===== src/rtl/mctrl_pkg.sv =====
// Shared types and encodings for the RV32I multi-cycle controller:
// state enum, opcode constants, mux select encodings and the opcode class vector.
package mctrl_pkg;

  typedef enum logic [2:0] {
    ST_BOOT   = 3'd0,
    ST_FETCH  = 3'd1,
    ST_DECODE = 3'd2,
    ST_EXEC   = 3'd3,
    ST_MEM    = 3'd4,
    ST_WB     = 3'd5,
    ST_HALT   = 3'd6,
    ST_TRAP   = 3'd7
  } state_t;

  localparam int unsigned OPC_W = 7;

  localparam logic [OPC_W-1:0] OPC_LOAD   = 7'b0000011;
  localparam logic [OPC_W-1:0] OPC_STORE  = 7'b0100011;
  localparam logic [OPC_W-1:0] OPC_OP_IMM = 7'b0010011;
  localparam logic [OPC_W-1:0] OPC_OP     = 7'b0110011;
  localparam logic [OPC_W-1:0] OPC_BRANCH = 7'b1100011;
  localparam logic [OPC_W-1:0] OPC_JAL    = 7'b1101111;
  localparam logic [OPC_W-1:0] OPC_JALR   = 7'b1100111;
  localparam logic [OPC_W-1:0] OPC_LUI    = 7'b0110111;
  localparam logic [OPC_W-1:0] OPC_AUIPC  = 7'b0010111;

  localparam logic [1:0] PC_PLUS4 = 2'b00;
  localparam logic [1:0] PC_IMM   = 2'b01;
  localparam logic [1:0] PC_JALR  = 2'b10;

  localparam logic [1:0] WB_ALU   = 2'b00;
  localparam logic [1:0] WB_MEM   = 2'b01;
  localparam logic [1:0] WB_PC4   = 2'b10;
  localparam logic [1:0] WB_IMM   = 2'b11;

  localparam logic [1:0] ALU_ADD   = 2'b00;
  localparam logic [1:0] ALU_FUNCT = 2'b01;
  localparam logic [1:0] ALU_CMP   = 2'b10;

  // One-hot instruction class; all-zero means illegal opcode.
  typedef struct packed {
    logic op_imm;
    logic op;
    logic load;
    logic store;
    logic branch;
    logic jal;
    logic jalr;
    logic lui;
    logic auipc;
  } op_class_t;

endpackage


===== src/rtl/mctrl_opdec.sv =====
// Combinational RV32I opcode classifier: one-hot class vector plus illegal flag.
module mctrl_opdec
  import mctrl_pkg::*;
(
  input  logic [OPC_W-1:0] opcode_i,
  output op_class_t        cls_o,
  output logic             illegal_o
);

  always_comb begin
    cls_o     = '0;
    illegal_o = 1'b0;
    case (opcode_i)
      OPC_OP_IMM: cls_o.op_imm = 1'b1;
      OPC_OP:     cls_o.op     = 1'b1;
      OPC_LOAD:   cls_o.load   = 1'b1;
      OPC_STORE:  cls_o.store  = 1'b1;
      OPC_BRANCH: cls_o.branch = 1'b1;
      OPC_JAL:    cls_o.jal    = 1'b1;
      OPC_JALR:   cls_o.jalr   = 1'b1;
      OPC_LUI:    cls_o.lui    = 1'b1;
      OPC_AUIPC:  cls_o.auipc  = 1'b1;
      default:    illegal_o    = 1'b1;
    endcase
  end

endmodule


===== src/rtl/multicycle_ctrl.sv =====
// Multi-cycle RV32I control FSM sharing one memory port between fetch and load/store.
// Define MCTRL_TRAP_EN to trap on illegal opcodes; otherwise they retire as NOPs.
module multicycle_ctrl
  import mctrl_pkg::*;
#(
  parameter int unsigned MAX_WAIT = 15
) (
  input  logic        clk,
  input  logic        rst,
  input  logic [31:0] instr,
  input  logic        br_taken,
  input  logic        mem_ack,
  output logic        mem_req,
  output logic        mem_sel,
  output logic        mem_we,
  output logic        ir_we,
  output logic        pc_we,
  output logic [1:0]  pc_sel,
  output logic        alu_a_sel,
  output logic        alu_b_sel,
  output logic [1:0]  alu_op,
  output logic        reg_we,
  output logic [1:0]  wb_sel,
  output logic        retired,
  output logic [31:0] retire_cnt,
  output logic        err,
  output logic [2:0]  state
);

  localparam int unsigned WAIT_W = 8;
  localparam int unsigned CNT_W  = 32;
  localparam logic [WAIT_W-1:0] WAIT_LIMIT = WAIT_W'(MAX_WAIT);

  state_t             state_q, state_d;
  logic [WAIT_W-1:0]  wait_q, wait_d;
  logic [CNT_W-1:0]   retire_cnt_q;
  logic               err_q;
  logic               err_set;
  logic               timeout;
  op_class_t          cls;
  logic               illegal;
  logic               unused_instr;

  assign unused_instr = ^instr[31:OPC_W];

  mctrl_opdec u_opdec (
    .opcode_i  (instr[OPC_W-1:0]),
    .cls_o     (cls),
    .illegal_o (illegal)
  );

  assign timeout    = (wait_q == WAIT_LIMIT);
  assign state      = state_q;
  assign retire_cnt = retire_cnt_q;
  assign err        = err_q;

  // Wait counter runs only while a request is outstanding; any other cycle clears it.
  assign wait_d = (mem_req && !mem_ack) ? wait_q + WAIT_W'(1) : '0;

  always_ff @(posedge clk or posedge rst) begin
    if (rst) begin
      state_q      <= ST_BOOT;
      wait_q       <= '0;
      retire_cnt_q <= '0;
      err_q        <= 1'b0;
    end else begin
      state_q <= state_d;
      wait_q  <= wait_d;
      if (retired) retire_cnt_q <= retire_cnt_q + CNT_W'(1);
      if (err_set) err_q <= 1'b1;
    end
  end

  // Next-state and strobe decode; ack is checked before timeout so a late ack wins.
  always_comb begin
    state_d   = state_q;
    mem_req   = 1'b0;
    mem_sel   = 1'b0;
    mem_we    = 1'b0;
    ir_we     = 1'b0;
    pc_we     = 1'b0;
    pc_sel    = PC_PLUS4;
    alu_a_sel = 1'b0;
    alu_b_sel = 1'b0;
    alu_op    = ALU_ADD;
    reg_we    = 1'b0;
    wb_sel    = WB_ALU;
    retired   = 1'b0;
    err_set   = 1'b0;
    case (state_q)
      ST_BOOT: state_d = ST_FETCH;
      ST_FETCH: begin
        mem_req = 1'b1;
        if (mem_ack) begin
          ir_we   = 1'b1;
          state_d = ST_DECODE;
        end else if (timeout) begin
          err_set = 1'b1;
          state_d = ST_HALT;
        end
      end
      ST_DECODE: begin
        if (illegal) begin
`ifdef MCTRL_TRAP_EN
          err_set = 1'b1;
          state_d = ST_TRAP;
`else
          pc_we   = 1'b1;
          retired = 1'b1;
          state_d = ST_FETCH;
`endif
        end else begin
          state_d = ST_EXEC;
        end
      end
      ST_EXEC: begin
        state_d = ST_WB;
        if (cls.op_imm || cls.op) begin
          alu_b_sel = cls.op_imm;
          alu_op    = ALU_FUNCT;
        end else if (cls.load || cls.store) begin
          alu_b_sel = 1'b1;
          state_d   = ST_MEM;
        end else if (cls.branch) begin
          alu_op  = ALU_CMP;
          pc_we   = 1'b1;
          pc_sel  = br_taken ? PC_IMM : PC_PLUS4;
          retired = 1'b1;
          state_d = ST_FETCH;
        end else if (cls.auipc) begin
          alu_a_sel = 1'b1;
          alu_b_sel = 1'b1;
        end else if (cls.jalr) begin
          alu_b_sel = 1'b1;
        end
      end
      ST_MEM: begin
        mem_req = 1'b1;
        mem_sel = 1'b1;
        mem_we  = cls.store;
        if (mem_ack) begin
          if (cls.store) begin
            pc_we   = 1'b1;
            retired = 1'b1;
            state_d = ST_FETCH;
          end else begin
            state_d = ST_WB;
          end
        end else if (timeout) begin
          err_set = 1'b1;
          state_d = ST_HALT;
        end
      end
      ST_WB: begin
        reg_we    = 1'b1;
        pc_we     = 1'b1;
        retired   = 1'b1;
        alu_b_sel = cls.jalr;
        if (cls.load)                wb_sel = WB_MEM;
        else if (cls.jal || cls.jalr) wb_sel = WB_PC4;
        else if (cls.lui)            wb_sel = WB_IMM;
        if (cls.jal)                 pc_sel = PC_IMM;
        else if (cls.jalr)           pc_sel = PC_JALR;
        state_d = ST_FETCH;
      end
      ST_HALT: state_d = ST_HALT;
      ST_TRAP: state_d = ST_TRAP;
      default: state_d = ST_BOOT;
    endcase
  end

endmodule


===== config.mk =====
export PLATFORM = sky130hd
export DESIGN_NAME = multicycle_ctrl
export DESIGN_NICKNAME = d
export VERILOG_FILES = /design/src/rtl/mctrl_pkg.sv /design/src/rtl/mctrl_opdec.sv /design/src/rtl/multicycle_ctrl.sv
export SDC_FILE = /design/constraint.sdc
export NUM_CORES = 1
export LEC_CHECK = 0
export ABC_AREA = 1
export CAP_MARGIN = 20
export CORE_AREA = 3 3 92 94
export CTS_CLUSTER_DIAMETER = 60
export CTS_CLUSTER_SIZE = 12
export DETAILED_ROUTE_END_ITERATION = 16
export DIE_AREA = 0 0 95 97
export PLACE_DENSITY = 0.73
export SLEW_MARGIN = 20
export SYNTH_ARGS = -nofsm -noshare
export SYNTH_HDL_FRONTEND = slang
export SYNTH_SLANG_ARGS = --single-unit

===== constraint.sdc =====
create_clock -name clk -period 4.13 [get_ports clk]
set_clock_uncertainty 0.2 [all_clocks]
set_input_delay 1.0325 -clock clk [delete_from_list [all_inputs] [get_ports clk]]
set_output_delay 1.0325 -clock clk [all_outputs]
set_load 0.02 [all_outputs]

Word-level counts from Yosys, hierarchy flattened. Cells that the tools add are included.

Register bits after elaboration: 44. Input port bits: 36. Word-level logic and storage cells: 93.

$add $sub $neg: 2. Eq/ne operators: 17. Muxes and demuxes: 61. Reductions and logical operators: 9.

Operators by type and width (count): 2-to-1 mux 1 bit (38); adder 32 x 1 -> 32 bit, second input constant (1); 2-to-1 mux 2 bit (11); == test 7 x 6 -> 1 bit, second input constant (3); == test 7 bit, second input constant (3); 2-to-1 mux 3 bit (7); case mux 3 bit (7 select lines) (1); == test 7 x 5 -> 1 bit, second input constant (2); == test 3 bit, second input constant (4); OR reduction 9 bit (1); adder 8 x 1 -> 8 bit, second input constant (1); == test 8 x 4 -> 1 bit, second input constant (1); 2-to-1 mux 8 bit (1); == test 7 x 2 -> 1 bit, second input constant (1); == test 3 x 2 -> 1 bit, second input constant (2); case mux 1 bit (4 select lines) (1); case mux 2 bit (2 select lines) (1); OR reduction 2 bit (2); == test 3 x 1 -> 1 bit, second input constant (1); zero test 3 bit (1); logical OR 1 bit (3); case mux 1 bit (2 select lines) (1); logical AND 1 bit (1); zero test 1 bit (1).

Longest topological paths before layout. Gate-level depths: netlist of run 1.

Word-level depth: 8. Mapped depth: 12. Mapped depth without buffers: 11.

Modules after synthesis. A second synthesis of run 1 with hierarchy kept.

Cell total of the unflattened synthesis: 502. Area, all modules: 3106.7 sq um.

By module, submodules not included: multicycle_ctrl (instances 1, cells an instance 461, area each 2934.1 sq um); mctrl_opdec (instances 1, cells an instance 41, area each 172.7 sq um).

Worst setup path after synthesis of run 1. No wires, ideal clock.

Path type: in2out. Start: input port instr[1]. End: output port retired. Arrival: 2.269 ns. Data required time: 2.898 ns. Path slack: 0.629 ns. Stages on the path: 11. Buffers on the path: 2. Cell sequence: nand2_1 > inv_1 > nand2_1 > a21oi_1 > nor2_1 > nand3_1 > nand2_8 > nand2_4 > buf_6 > inv_1 > buf_4.

Longest elaborated chain between the ends: 6. Elaborated cells on any way between the ends: 24. Those cells by class: 9 x eq/ne; 12 x mux; 3 x reduce/logical.

RTL lines: from (decl) (line multicycle_ctrl.sv:10) `input logic [31:0] instr,`; == test 7 bit, or another cell as far along (line mctrl_opdec.sv:13) `case (opcode_i)`; 2-to-1 mux 1 bit (line mctrl_opdec.sv:13); 2-to-1 mux 1 bit / logical OR 1 bit (equally long branches); 2-to-1 mux 1 bit (2 in series); case mux 1 bit (4 select lines) *; to (decl) (line multicycle_ctrl.sv:24) `output logic retired,`.

Every way passes the cells marked *; elsewhere a longest branch is shown, timed or not.

Final worst setup path of run 1.
Start: input port instr[4]. End: output port wb_sel[1].

Longest elaborated chain between the ends: 6. Elaborated cells on any way between the ends: 13. Those cells by class: 4 x eq/ne; 8 x mux; 1 x reduce/logical.

RTL lines: == test 7 x 6 -> 1 bit / == test 7 bit (equally long branches) (line mctrl_opdec.sv:13); 2-to-1 mux 1 bit (line mctrl_opdec.sv:13); 2-to-1 mux 2 bit / logical OR 1 bit (equally long branches) (line multicycle_ctrl.sv:161, multicycle_ctrl.sv:160); 2-to-1 mux 2 bit (line multicycle_ctrl.sv:160) `else if (cls.jal || cls.jalr) wb_sel = WB_PC4;`; 2-to-1 mux 2 bit * (line multicycle_ctrl.sv:159) `if (cls.load) wb_sel = WB_MEM;`; 2-to-1 mux 2 bit * (line multicycle_ctrl.sv:90) `case (state_q)`; to (decl) (line multicycle_ctrl.sv:23) `output logic [1:0] wb_sel,`.

Marked as above.

==> results.txt, run 1 <==
The via density per instance came out at slightly below 5. After detailed routing, the average wire length per cell comes to between 10 and 15 um. The die is 95 um wide. The post-synthesis cell count is slightly below 500. At the worst endpoint, the required time is 2.90 ns.

The storage element area is approximately 1100 um^2. Adding up every negative setup slack in the final design gives 0 ns. Summing over every cut layer, the via total after detailed routing is between 3000 and 4000. The non-filler instance count after layout is approximately 660.

The fmax is ~0.25 GHz. The first detailed-routing pass took 4 iterations. The final layout contains 601 nets. Summed over all instances, the cell type with the most area after synthesis is sky130_fd_sc_hd__dfrtp_1.

The die boundary height came out at a little under 100 um. The number of design rule violations left after detail routing is 0. The reg-to-reg startpoint is state[2]. The total nets after synthesis came out at 529. The clock net in this run drives a total of 44 sinks. Buffers placed on the I/O ports in this run total slightly above 60.

The run finished with clean final reports. In this run the clock root is driven by a sky130_fd_sc_hd__clkbuf_8. The worst setup path is launched from an input port. The total congestion overflow after global routing came out at 0. The critical path is of the input port to output pin type.

The power density over the cells is 359 nW/um^2. The post-cts hold buffer count came out at 0. The maximum buffer depth of the clock tree came out at 2. The synthesized design contains 44 register bits.

Subtracting the final worst setup slack from the clock period gives between 4 and 5 ns. The initial antenna violation count came out at 0. The DRC marker count from the first detailed-route iteration came out at between 150 and 200. The synthesized netlist contains 30 unique library cells. Counting the buffers created by CTS gives 5.

Clock-pin slew was measured on the worst setup and hold paths at 0.09 ns. The static power due to leakage is around 0.0019 uW. The measured slew at the worst slew-check pin is between 0.7 and 0.8 ns.

The final period utilization came out at 97.2%. The area of the mapped netlist is 3130 um^2. Summing internal, switching and leakage power gives ~1400 uW. During synthesis, Yosys emitted a total of 0 warnings. Setup repair after global routing left no endpoint under its margin. The worst path arrival time came out at 2.78 ns. For the worst flop-to-flop path, the logic depth is 9. Measured on the finished design, the core utilization comes to 51.7%. The number of filler instances in the final layout came out at between 700 and 800. Across the VDD grid, the largest voltage drop is ~230 uV. From synthesis to final layout, the design area changed by 27.6%. The endpoint of the lowest-slack register-to-register path is retire_cnt[23].

The max capacitance violation total is 0. The number of antenna diodes in the final layout is 0. The setup-violating endpoint count in the final report came out at 0. After floorplanning, the core was divided into 32 placement rows. The final-report hold violation count was 0. The number of cells in the design after placement is ~660.

Once routing completed, OpenROAD measured the worst setup slack at approximately 0.11 ns. The share of Yosys cell area claimed by the top area cell type came out at between 30% and 40%. Following the worst setup path forward leads to its endpoint at wb_sel[1]. The number of global-route vias before repair was about 3200.

The maximum number of pins on one net before global-route repair came out at 46. The number of pins exceeding their max-slew limit in the final report is 0. After synthesis, the cell types taking the most area are sky130_fd_sc_hd__dfrtp_1 35%, sky130_fd_sc_hd__nand2_1 23%, sky130_fd_sc_hd__nor2_1 9.6%, sky130_fd_sc_hd__nand3_1 7.0%, sky130_fd_sc_hd__inv_1 5.8%. The H-tree level count is 2. The number of placed I/O pins is a little under 90. Cells with a size suffix above 1 make up under 10% of the layout. The floorplan die area is 9220 um^2. The most critical setup path has its startpoint at instr[4].

The synthesized area per cell is about 6.4 um^2. The final weighted congestion in routability-driven placement is 0.911. For this configuration, the core starts out at a cell density of 40.5%.

The clock latency on the worst-skew pair is ~0.30 ns. STA classifies the critical path endpoint as an output pin. The first global-routing pass estimated between 10000 and 15000 um of wire. The area of the multi-input gates is around 1800 um^2. Across every metal layer, demand over resource in global routing totals between 10% and 20%. In this run the remaining antenna-violating nets after routing total 0. The floorplan core area is around 7700 um^2. Measured against its own limit, the worst slew margin works out to between 40% and 50%. TritonCTS built the clock tree. The fraction of the yosys area taken by sequential cells is between 30% and 40%. The total wirelength of the detailed-routed design came out at around 8100 um. OpenSTA, run right after detailed placement, puts the worst setup slack at -0.146 ns. The tightest min-delay check is of the register to register type. In this run the register-to-register setup slack is around 1.5 ns. The placed wire-length estimate came out at 6200 um. The peak fanout along the critical path came out at 3.
## Yosys cell counts
| cell | count |
|---|---|
| sky130_fd_sc_hd__nand3_2 | 1 |
| sky130_fd_sc_hd__clkbuf_1 | 2 |
| sky130_fd_sc_hd__and3_1 | 1 |
| sky130_fd_sc_hd__o21ai_0 | 6 |
| sky130_fd_sc_hd__o211ai_1 | 1 |
| sky130_fd_sc_hd__nand2_8 | 1 |
| sky130_fd_sc_hd__o21a_1 | 1 |
| sky130_fd_sc_hd__nand4_1 | 3 |
| sky130_fd_sc_hd__a21oi_1 | 6 |
| sky130_fd_sc_hd__xnor2_1 | 2 |
| sky130_fd_sc_hd__nor2_4 | 2 |
| sky130_fd_sc_hd__dfrtp_1 | 44 |
| sky130_fd_sc_hd__nor3b_1 | 5 |
| sky130_fd_sc_hd__nand3b_1 | 12 |
| sky130_fd_sc_hd__nand2_1 | 192 |
| sky130_fd_sc_hd__o21bai_1 | 1 |
| sky130_fd_sc_hd__nor3_1 | 5 |
| sky130_fd_sc_hd__xor2_1 | 5 |
| sky130_fd_sc_hd__buf_6 | 6 |
| sky130_fd_sc_hd__nor3_2 | 2 |
| sky130_fd_sc_hd__nor2_1 | 80 |
| sky130_fd_sc_hd__nand2_2 | 3 |
| sky130_fd_sc_hd__buf_4 | 2 |
| sky130_fd_sc_hd__nor4_1 | 4 |
| sky130_fd_sc_hd__inv_1 | 48 |
| sky130_fd_sc_hd__ha_1 | 4 |
| sky130_fd_sc_hd__o22ai_1 | 1 |
| sky130_fd_sc_hd__nand3_1 | 44 |
| sky130_fd_sc_hd__nand2_4 | 1 |
| sky130_fd_sc_hd__inv_2 | 4 |
## area by class of cell
cell class / instances / area share (%)
Multi-Input combinational cell: 383 / 43.9
Sequential cell: 44 / 27.5
Timing Repair Buffer: 75 / 18.2
Inverter: 52 / 4.88
Tap cell: 102 / 3.19
Clock buffer: 5 / 1.72
Clock inverter: 3 / 0.594
## through the flow
stage                     hold slack [ns]  area, um^2
after floorplan                     0.233        3130
after global placement              0.248        3890
after detailed placement            0.262        3890
after CTS                           0.288        3980
after global routing                0.302        4000
final                               0.281        4000
## what timing repair did
action,4_1_cts,5_1_grt
endpoints found under the setup margin,2,8
setup buffers,0,0
resized for setup,3,7
gates cloned,0,0
## report_power, final
group	leakage [uW]	internal [uW]	switching (uW)
Combinational	0.00128	210	415
Sequential	0.000606	465	63.5
Clock	0.0000404	120	162
## worst min path at each step
stage | startpoint | end | slack [ns] | cells past startpoint
6_report | wait_q[0] | wait_q[0] | 0.28 | 1
5_1_grt | wait_q[0] | wait_q[0] | 0.30 | 1
4_1_cts | err | err | 0.29 | 1
3_5_place_dp | err | err | 0.26 | 1
3_3_place_gp | wait_q[0] | wait_q[0] | 0.25 | 1
2_1_floorplan | wait_q[0] | wait_q[0] | 0.23 | 1
## cell usage in the layout (no fill, tap or decap), types with 2 or more instances in the layout
cell type                           n
sky130_fd_sc_hd__inv_2              4
sky130_fd_sc_hd__nand3b_1          12
sky130_fd_sc_hd__o21ai_0            6
sky130_fd_sc_hd__buf_4             14
sky130_fd_sc_hd__nand2_2            3
sky130_fd_sc_hd__a21oi_1            6
sky130_fd_sc_hd__nor3_2             2
sky130_fd_sc_hd__dlymetal6s2s_1     6
sky130_fd_sc_hd__clkinvlp_4         2
sky130_fd_sc_hd__nor2_1            79
sky130_fd_sc_hd__inv_1             47
sky130_fd_sc_hd__nor4_1             4
sky130_fd_sc_hd__xor2_1             5
sky130_fd_sc_hd__nor3b_1            5
sky130_fd_sc_hd__nor3_1             5
sky130_fd_sc_hd__clkbuf_8           5
sky130_fd_sc_hd__dlygate4sd2_1      2
sky130_fd_sc_hd__xnor2_1            2
sky130_fd_sc_hd__clkdlybuf4s50_1   53
sky130_fd_sc_hd__nand2_1          192
sky130_fd_sc_hd__nand4_1            3
sky130_fd_sc_hd__dfrtp_1           44
sky130_fd_sc_hd__ha_1               4
sky130_fd_sc_hd__nand3_2            2
sky130_fd_sc_hd__nor2_4             2
sky130_fd_sc_hd__nand3_1           43
## routing by layer
metal / vias to the layer above / part of all wire (%) / track usage, %
met5: - / 0 / 0
met4: 0 / 1.4 / 4.99
met1: 1485 / 45 / 23.4
met3: 13 / 5.8 / 3.03
li1: 1675 / - / -
met2: 106 / 47 / 32.0
## kinds of logic after synthesis
family / Yosys count / synth area share (%)
and+or+nand+nor: 356 / 49.4
adders and majority gates: 4 / 1.60
xor gates and xnor gates: 7 / 1.96
DFF: 44 / 35.1
AOI/OAI and AO/OA: 16 / 2.84
buffers and inverters: 62 / 9.10
## critical path, stage by stage
cell	delay, ns
sky130_fd_sc_hd__clkdlybuf4s50_1	0.51
sky130_fd_sc_hd__buf_4	0.14
sky130_fd_sc_hd__nand3_1	0.09
sky130_fd_sc_hd__nor2_1	0.16
sky130_fd_sc_hd__buf_4	0.13
sky130_fd_sc_hd__o21ai_0	0.07
sky130_fd_sc_hd__inv_1	0.06
sky130_fd_sc_hd__clkdlybuf4s50_1	0.59
## sequential cells by signal, summed over array words and instances (netlist names)
name,count
retire_cnt,32
wait_q,8
state,3
err,1
Power figures use the tool's default switching activity.
==> inputs of run 2 (changes only) <==
--- a/config.mk
+++ b/config.mk
@@ -6,13 +6,15 @@
 export NUM_CORES = 1
 export LEC_CHECK = 0
 export ABC_AREA = 1
+export ABC_CLOCK_PERIOD_IN_PS = 4130
 export CAP_MARGIN = 20
-export CORE_AREA = 3 3 92 94
+export CORE_AREA = 2 2 91 93
 export CTS_CLUSTER_DIAMETER = 60
 export CTS_CLUSTER_SIZE = 12
 export DETAILED_ROUTE_END_ITERATION = 16
-export DIE_AREA = 0 0 95 97
+export DIE_AREA = 0 0 93 95
 export PLACE_DENSITY = 0.73
+export REMOVE_ABC_BUFFERS = 1
 export SLEW_MARGIN = 20
 export SYNTH_ARGS = -nofsm -noshare
 export SYNTH_HDL_FRONTEND = slang
==> results.txt, run 2 (same netlist as run 1, synthesis figures left out) <==
The run finished with clean final reports. Counting stages on the worst path, the most repeated cell is sky130_fd_sc_hd__nand2_1. STA classifies the critical path endpoint as an output pin. The number of buffer cells added on primary ports is roughly 60.

The final weighted congestion in routability-driven placement is 0.915. The number of placed I/O pins came out at 87. The post-route minimum period is approximately 3.9 ns. The final worst setup slack is around 0.19 ns. The count of clock tree sinks is 44. The number of clock buffers added by TritonCTS is 5. The final period utilization is between 90% and 100%. The tool flagged a number of max-cap violations equal to 0.

The die boundary height is 95 um. The post-cts hold buffer count is 0. The top cell types in the final layout, fill and taps aside, are 192 x sky130_fd_sc_hd__nand2_1, 80 x sky130_fd_sc_hd__nor2_1, 52 x sky130_fd_sc_hd__clkdlybuf4s50_1, 47 x sky130_fd_sc_hd__inv_1, 44 x sky130_fd_sc_hd__dfrtp_1. Detailed routing inserted a total of around 3300 vias.

In the final routed layout, each cell accounts on average for around 12 um. The fmax is ~0.25 GHz. The worst-path cell with the longest stage delay is sky130_fd_sc_hd__clkdlybuf4s50_1. Summing all non-filler instances in the final layout gives an area of approximately 4000 um^2. The initial antenna violation count is 0.

The instance area at placement is a little under 4000 um^2. The setup path with the least slack is of type input port to output pin. At the pin with the least slew margin, the transition time is between 0.5 and 0.6 ns. The internal power summed over all cells is between 800 and 900 uW.

The placed wire-length estimate is 6300 um. The die covers 8840 um^2. The number of pins exceeding their max-slew limit in the final report came out at 0. The final-report hold violation count is 0. The number of cells on the worst reg-to-reg path is 9. The worst path arrival time is ~2.7 ns. Setup repair after global routing left no endpoint under its margin. In the final design database the tool counted 600 nets. The class of the most critical hold timing path is register to register.

Prior to clock tree synthesis, the placed netlist has a worst setup slack of -0.116 ns. Fill cells in the final layout number around 840. The sequential share of power came out at 36.6%. The switching portion of total power is between 40% and 50%. The part of the total power dissipated in combinational logic is a little over two fifths. In this run the register-to-register setup slack is 1.49 ns. The number of global-route vias before repair came out at around 3200. The area overhead of the layout relative to synthesis is 27.3%. Row generation in the floorplan step produced 33 rows.

The clock share of power is 19.8%. The initial utilization of the core area, before any placement, comes to approximately two fifths. The static power due to leakage came out at 0.00194 uW. The post-CTS setup buffer count came out at 0. In this run the power spent charging and discharging nets is roughly 640 uW. The worst max-slew margin expressed relative to the limit is 60.6%. For this run, design rule violations remaining after detail routing come to 0. The register with the most flip-flops in the layout has 32 of them. The via density per instance came out at roughly 5.0. The peak per-stage delay on the critical path is about 0.5 ns.

The number of antenna-violating nets in the routed design came out at 0. After the first detailed-routing iteration, the DRC count stood at roughly 190. The critical path required time is between 2 and 3 ns. The global router's overall resource usage is 19.6%. The worst-case vdd ir drop came out at 170 uV. CTS placed an instance of sky130_fd_sc_hd__clkbuf_8 at the clock tree root. The most common cell after layout, fill and taps aside is sky130_fd_sc_hd__nand2_1.

The smallest hold slack is between 0.2 and 0.3 ns. The global-route wire length before repair is around 14000 um. The maximum number of pins on one net before global-route repair is 46. The clock latency on the worst-skew pair is about 0.30 ns. The total congestion overflow after global routing came out at 0. The peak fanout along the critical path is 6.

After clock tree synthesis, the clock-pin slew on the worst setup and hold paths is around 0.08 ns. The setup-violating endpoint count in the final report is 0. In this run the critical register-to-register path is launched from state[2]. Walking the worst path, the cells encountered are clkdlybuf4s50_1, nand2_1, inv_1, nand2_1, nor2_1, nand2_1, nand2_1, nor2_4, nand2_8, nand2_4, inv_1, dlygate4sd2_1. The total wirelength of the detailed-routed design is between 8000 and 9000 um. The maximum buffer depth of the clock tree came out at 2. The last element of the critical path is pc_we.

The most critical setup path has its startpoint at instr[0]. In this run the critical register-to-register path is captured at retire_cnt[23]. TritonCTS built the clock tree.

The die width came out at around 93 um. The count of antenna diodes in the layout is 0. For this design the ratio of total power to cell area is about 360 nW/um^2.

STA classifies the critical path startpoint as an input port. The first detailed-routing pass took 4 iterations. The proportion of layout cells with a drive suffix above 1 came out at approximately 6.2%. The floorplan core area is a little under 8000 um^2. The H-tree level count came out at 2.
## run 2: metrics by stage
stage          std cells  total power (uW)  TNS [ns]  utilization, %
6_report             666              1450         0            50.3
5_1_grt              666              1530         0            50.3
4_1_cts              666              1450         0            50.1
3_5_place_dp         658              1180    -0.256            49.0
3_3_place_gp         658              1160    -0.134            49.0
2_1_floorplan        479               911         0               -
## run 2: power by group through the flow
| stage | clock network (uW) | logic, uW | registers (uW) |
|---|---|---|---|
| floorplan | 0 | 352 | 559 |
| global placement | 0 | 621 | 534 |
| detailed placement | 0 | 637 | 538 |
| CTS | 292 | 631 | 529 |
| global route | 305 | 688 | 539 |
| finish | 287 | 631 | 530 |
## run 2: critical path, delay by kind of cell
kind	cells	cell delay, ns
buffers and inverters	4	0.93
AND/OR/NAND/NOR	8	0.75
## run 2: how the worst min path moves through the flow
| stage | from | to | slack [ns] | cells after the start |
|---|---|---|---|---|
| floorplan | wait_q[0] | wait_q[0] | 0.23 | 1 |
| global placement | wait_q[0] | wait_q[0] | 0.25 | 1 |
| detailed placement | wait_q[0] | wait_q[0] | 0.26 | 1 |
| CTS | wait_q[0] | wait_q[0] | 0.27 | 1 |
| global route | wait_q[0] | wait_q[0] | 0.31 | 1 |
| finish | err | err | 0.28 | 1 |
## run 2: per-layer routing
layer	vias to the layer above	global-route usage, %	share of wire (%)
met5	-	0	0
met4	0	7.23	1.7
met3	12	2.39	4.7
met2	87	34.5	49
met1	1564	24.8	44
li1	1666	-	-
## run 2: area by class of cell
class,instances,area [um^2],share of cell area (%)
tap,105,131,3.29
clock buffer,8,90.1,2.26
multi-input combinational,383,1750,43.9
inverter,52,195,4.89
sequential,44,1100,27.6
timing repair buffer,74,719,18.0
## run 2: what timing repair did
action	in CTS	in global routing
setup endpoints to repair	3	8
gates resized for setup	3	7
pin swaps	0	0
==> inputs of run 3 (changes only) <==
--- a/config.mk
+++ b/config.mk
@@ -7,12 +7,13 @@
 export LEC_CHECK = 0
 export ABC_AREA = 1
 export ABC_CLOCK_PERIOD_IN_PS = 4130
-export CAP_MARGIN = 20
+export CAP_MARGIN = 10
 export CORE_AREA = 2 2 91 93
 export CTS_CLUSTER_DIAMETER = 60
 export CTS_CLUSTER_SIZE = 12
 export DETAILED_ROUTE_END_ITERATION = 16
 export DIE_AREA = 0 0 93 95
+export HOLD_SLACK_MARGIN = 0.06
 export PLACE_DENSITY = 0.73
 export REMOVE_ABC_BUFFERS = 1
 export SLEW_MARGIN = 20
==> constraint.sdc (replaced) <==
create_clock -name clk -period 4.13 [get_ports clk]
set_clock_uncertainty 0.2 [all_clocks]
set_input_delay 1.0325 -clock clk [delete_from_list [all_inputs] [get_ports clk]]
set_output_delay 1.0325 -clock clk [all_outputs]
set_load 0.01 [all_outputs]
==> results.txt, run 3 (same netlist as run 1, synthesis figures left out) <==
The number of buffer and inverter stages on the critical path is 4. Power spread over the standard cell area amounts to 365 nW/um^2. Setup repair after global routing left no endpoint under its margin. For this run, global-route usage on met2 was measured as around a third.

The total congestion overflow after global routing is 0. The flow ran to the end, and the final reports show no timing, DRC or antenna violations. The final weighted congestion in routability-driven placement is about 0.90. In the global route stage, overall resource usage came out at about a fifth. The number of CTS-inserted buffers is 5. In this run the worst hold path is classified as register to register. In this run the post-CTS setup repair buffer count came out at 0. The final period utilization is a little over nine tenths. The number of pins exceeding their max-slew limit in the final report is 0. Traced cell by cell, the critical path runs through clkdlybuf4s50_1, inv_1, nand3_1, nor2_1, buf_4, nor2_1, nor2_1, clkdlybuf4s50_1. The cell row count is 33. The final sum of negative setup slack is 0 ns.

For the worst setup path, the data arrival time is 2.75 ns. The post-route minimum period is between 3 and 4 ns. The number of design rule violations left after detail routing is 0. The number of flip-flops under the largest register name came out at 32. The number of buffer cells added on primary ports is approximately 60. The library cell used most frequently in the layout, excluding fill and tap cells, is sky130_fd_sc_hd__nand2_1.

The effective utilization at floorplan is between 30% and 40%. The area overhead of the layout relative to synthesis came out at 28.0%. After detailed routing, the number of vias per cell comes to 4.88. The busiest layer in global routing is met2.

The die covers roughly 9000 um^2. The storage element area is 1100 um^2. The max capacitance violation total came out at 0. CTS built an H-tree with a depth of 2.

In the layout the commonest cells are 191 x sky130_fd_sc_hd__nand2_1, 77 x sky130_fd_sc_hd__nor2_1, 58 x sky130_fd_sc_hd__clkdlybuf4s50_1, 47 x sky130_fd_sc_hd__inv_1, 44 x sky130_fd_sc_hd__dfrtp_1. The part of the total power dissipated in combinational logic is between 40% and 50%. The number of iterations in the first detailed-routing pass is 4. The worst-case IR drop observed on VDD is 176 uV. The worst max-slew margin expressed relative to the limit came out at 47.2%. The clock share of power is 23.3%. The critical path start-end classification is input port to output pin. The peak per-stage delay on the critical path came out at 0.55 ns. The instance area at placement is about 3900 um^2. The critical path required time is slightly below 3 ns. In this run the register-to-register setup slack is 1.50 ns.

The floorplan core area is approximately 8000 um^2. The proportion of layout cells with a drive suffix above 1 came out at approximately 7.0%. The slowest stage of the critical path belongs to the cell sky130_fd_sc_hd__clkdlybuf4s50_1.

The later pin in the worst-skew pair is clocked with a latency of between 0.3 and 0.4 ns. The met1 usage is between 20% and 30%. The DRC marker count from the first detailed-route iteration came out at ~150.

The count of clock tree sinks came out at 44. The total number of nets in the final design came out at around 600. The initial antenna violation count is 0. The global-route met3 utilization came out at under 10%. The via total after detailed routing came out at 3244. The analysis attributes to net switching a power of 606 uW. The number of antenna-violating nets in the routed design is 0. The critical path endpoint category is an output pin.

The sequential share of power came out at approximately 36%. The tree is rooted in a sky130_fd_sc_hd__clkbuf_8. The filler cells instantiated in the layout total ~790.

Across all hold checks on the routed design, the worst slack comes to between 0.2 and 0.3 ns. The measured slew at the worst slew-check pin came out at between 0.7 and 0.8 ns. The final instance area came out at between 4000 and 5000 um^2. The total wirelength of the detailed-routed design came out at roughly 8000 um.

The maximum buffer depth of the clock tree is 2. Setup violations remaining at the end of the flow were counted as 0. The switching portion of total power is between 40% and 50%. The area of the multi-input gates is 1760 um^2. The library cell appearing most often on the critical path is sky130_fd_sc_hd__nor2_1. After legalization and detailed placement, the total HPWL measured slightly above 6000 um. The maximum number of pins on one net before global-route repair is 46. The peak fanout along the critical path is 4.

The TritonCTS clock tree is yes. The internal power summed over all cells is roughly 860 uW. Among cell families on the critical path, the largest total delay comes from buffers and inverters. The global-route wire length before repair is ~14000 um. The element type at the critical path start is an input port. The die boundary height came out at roughly 95 um. The repair_antennas step left the layout with diodes totalling 0.

In this run the horizontal extent of the chip is about 93 um. Clock-pin slew was measured on the worst setup and hold paths at 0.08 ns. The static power due to leakage is around 0.0019 uW.

The final-report hold violation count is 0. The fmax came out at roughly 0.25 GHz. The number of placed I/O pins is 87. The mean routed wirelength per cell came out at ~12 um. The number of global-route vias before repair is 3144.
-- run 3: cell types whose count changed in the layout (fill, tap and decap cells not counted), sizes merged --
cell,previous run,this run
clkinv,0,2
inv,52,51
bufinv,0,1
clkbuf,8,5
dlygate4sd2,3,0
buf,13,12
dlymetal6s2s,6,3
clkdlybuf4s50,52,58
clkinvlp,0,1
-- run 3: per-layer routing --
metal  part of all wire (%)  up-vias
met5                      0        -
met4                    2.1        0
met3                    4.5       12
met2                     48       72
met1                     46     1490
li1                       -     1670
-- run 3: what timing repair did --
action / in CTS / in global routing
setup endpoints to repair: 2 / 3
hold buffers: 0 / 0
pin swaps: 1 / 0
gates resized for setup: 2 / 6
-- run 3: layout make-up --
class / instances / area share [%]
inverters: 52 / 4.87
repair buffers: 73 / 17.7
clock inverters: 3 / 1.06
multi-input cells: 383 / 43.9
clock buffers: 5 / 1.72
flip-flops and latches: 44 / 27.5
well taps: 105 / 3.28
-- run 3: worst paths after layout --
kind	cells past startpoint	from	end
max	8	instr[6]	wb_sel[0]
min	1	wait_q[0]	wait_q[0]
max reg2reg	9	state[2]	retire_cnt[23]
min reg2reg	1	wait_q[0]	wait_q[0]
max in group asynchronous	3	rst	retire_cnt[10]
min in group asynchronous	2	rst	retire_cnt[24]
-- run 3: per-stage QoR --
step	utilization (%)	power (uW)	setup WS, ns	cells
final	50.6	1460	0.150	665
after global routing	50.6	1560	0.000767	665
after CTS	50.4	1480	0.00492	665
after detailed placement	48.9	1130	-0.0367	657
after global placement	48.9	1120	0.00231	657
after floorplan	-	872	0.715	479
-- run 3: power groups by stage --
stage / clock (uW) / sequential, uW / combinational [uW]
4_1_cts: 348 / 528 / 603
3_5_place_dp: 0 / 537 / 597
5_1_grt: 363 / 537 / 661
2_1_floorplan: 0 / 537 / 335
3_3_place_gp: 0 / 535 / 583
6_report: 341 / 528 / 596
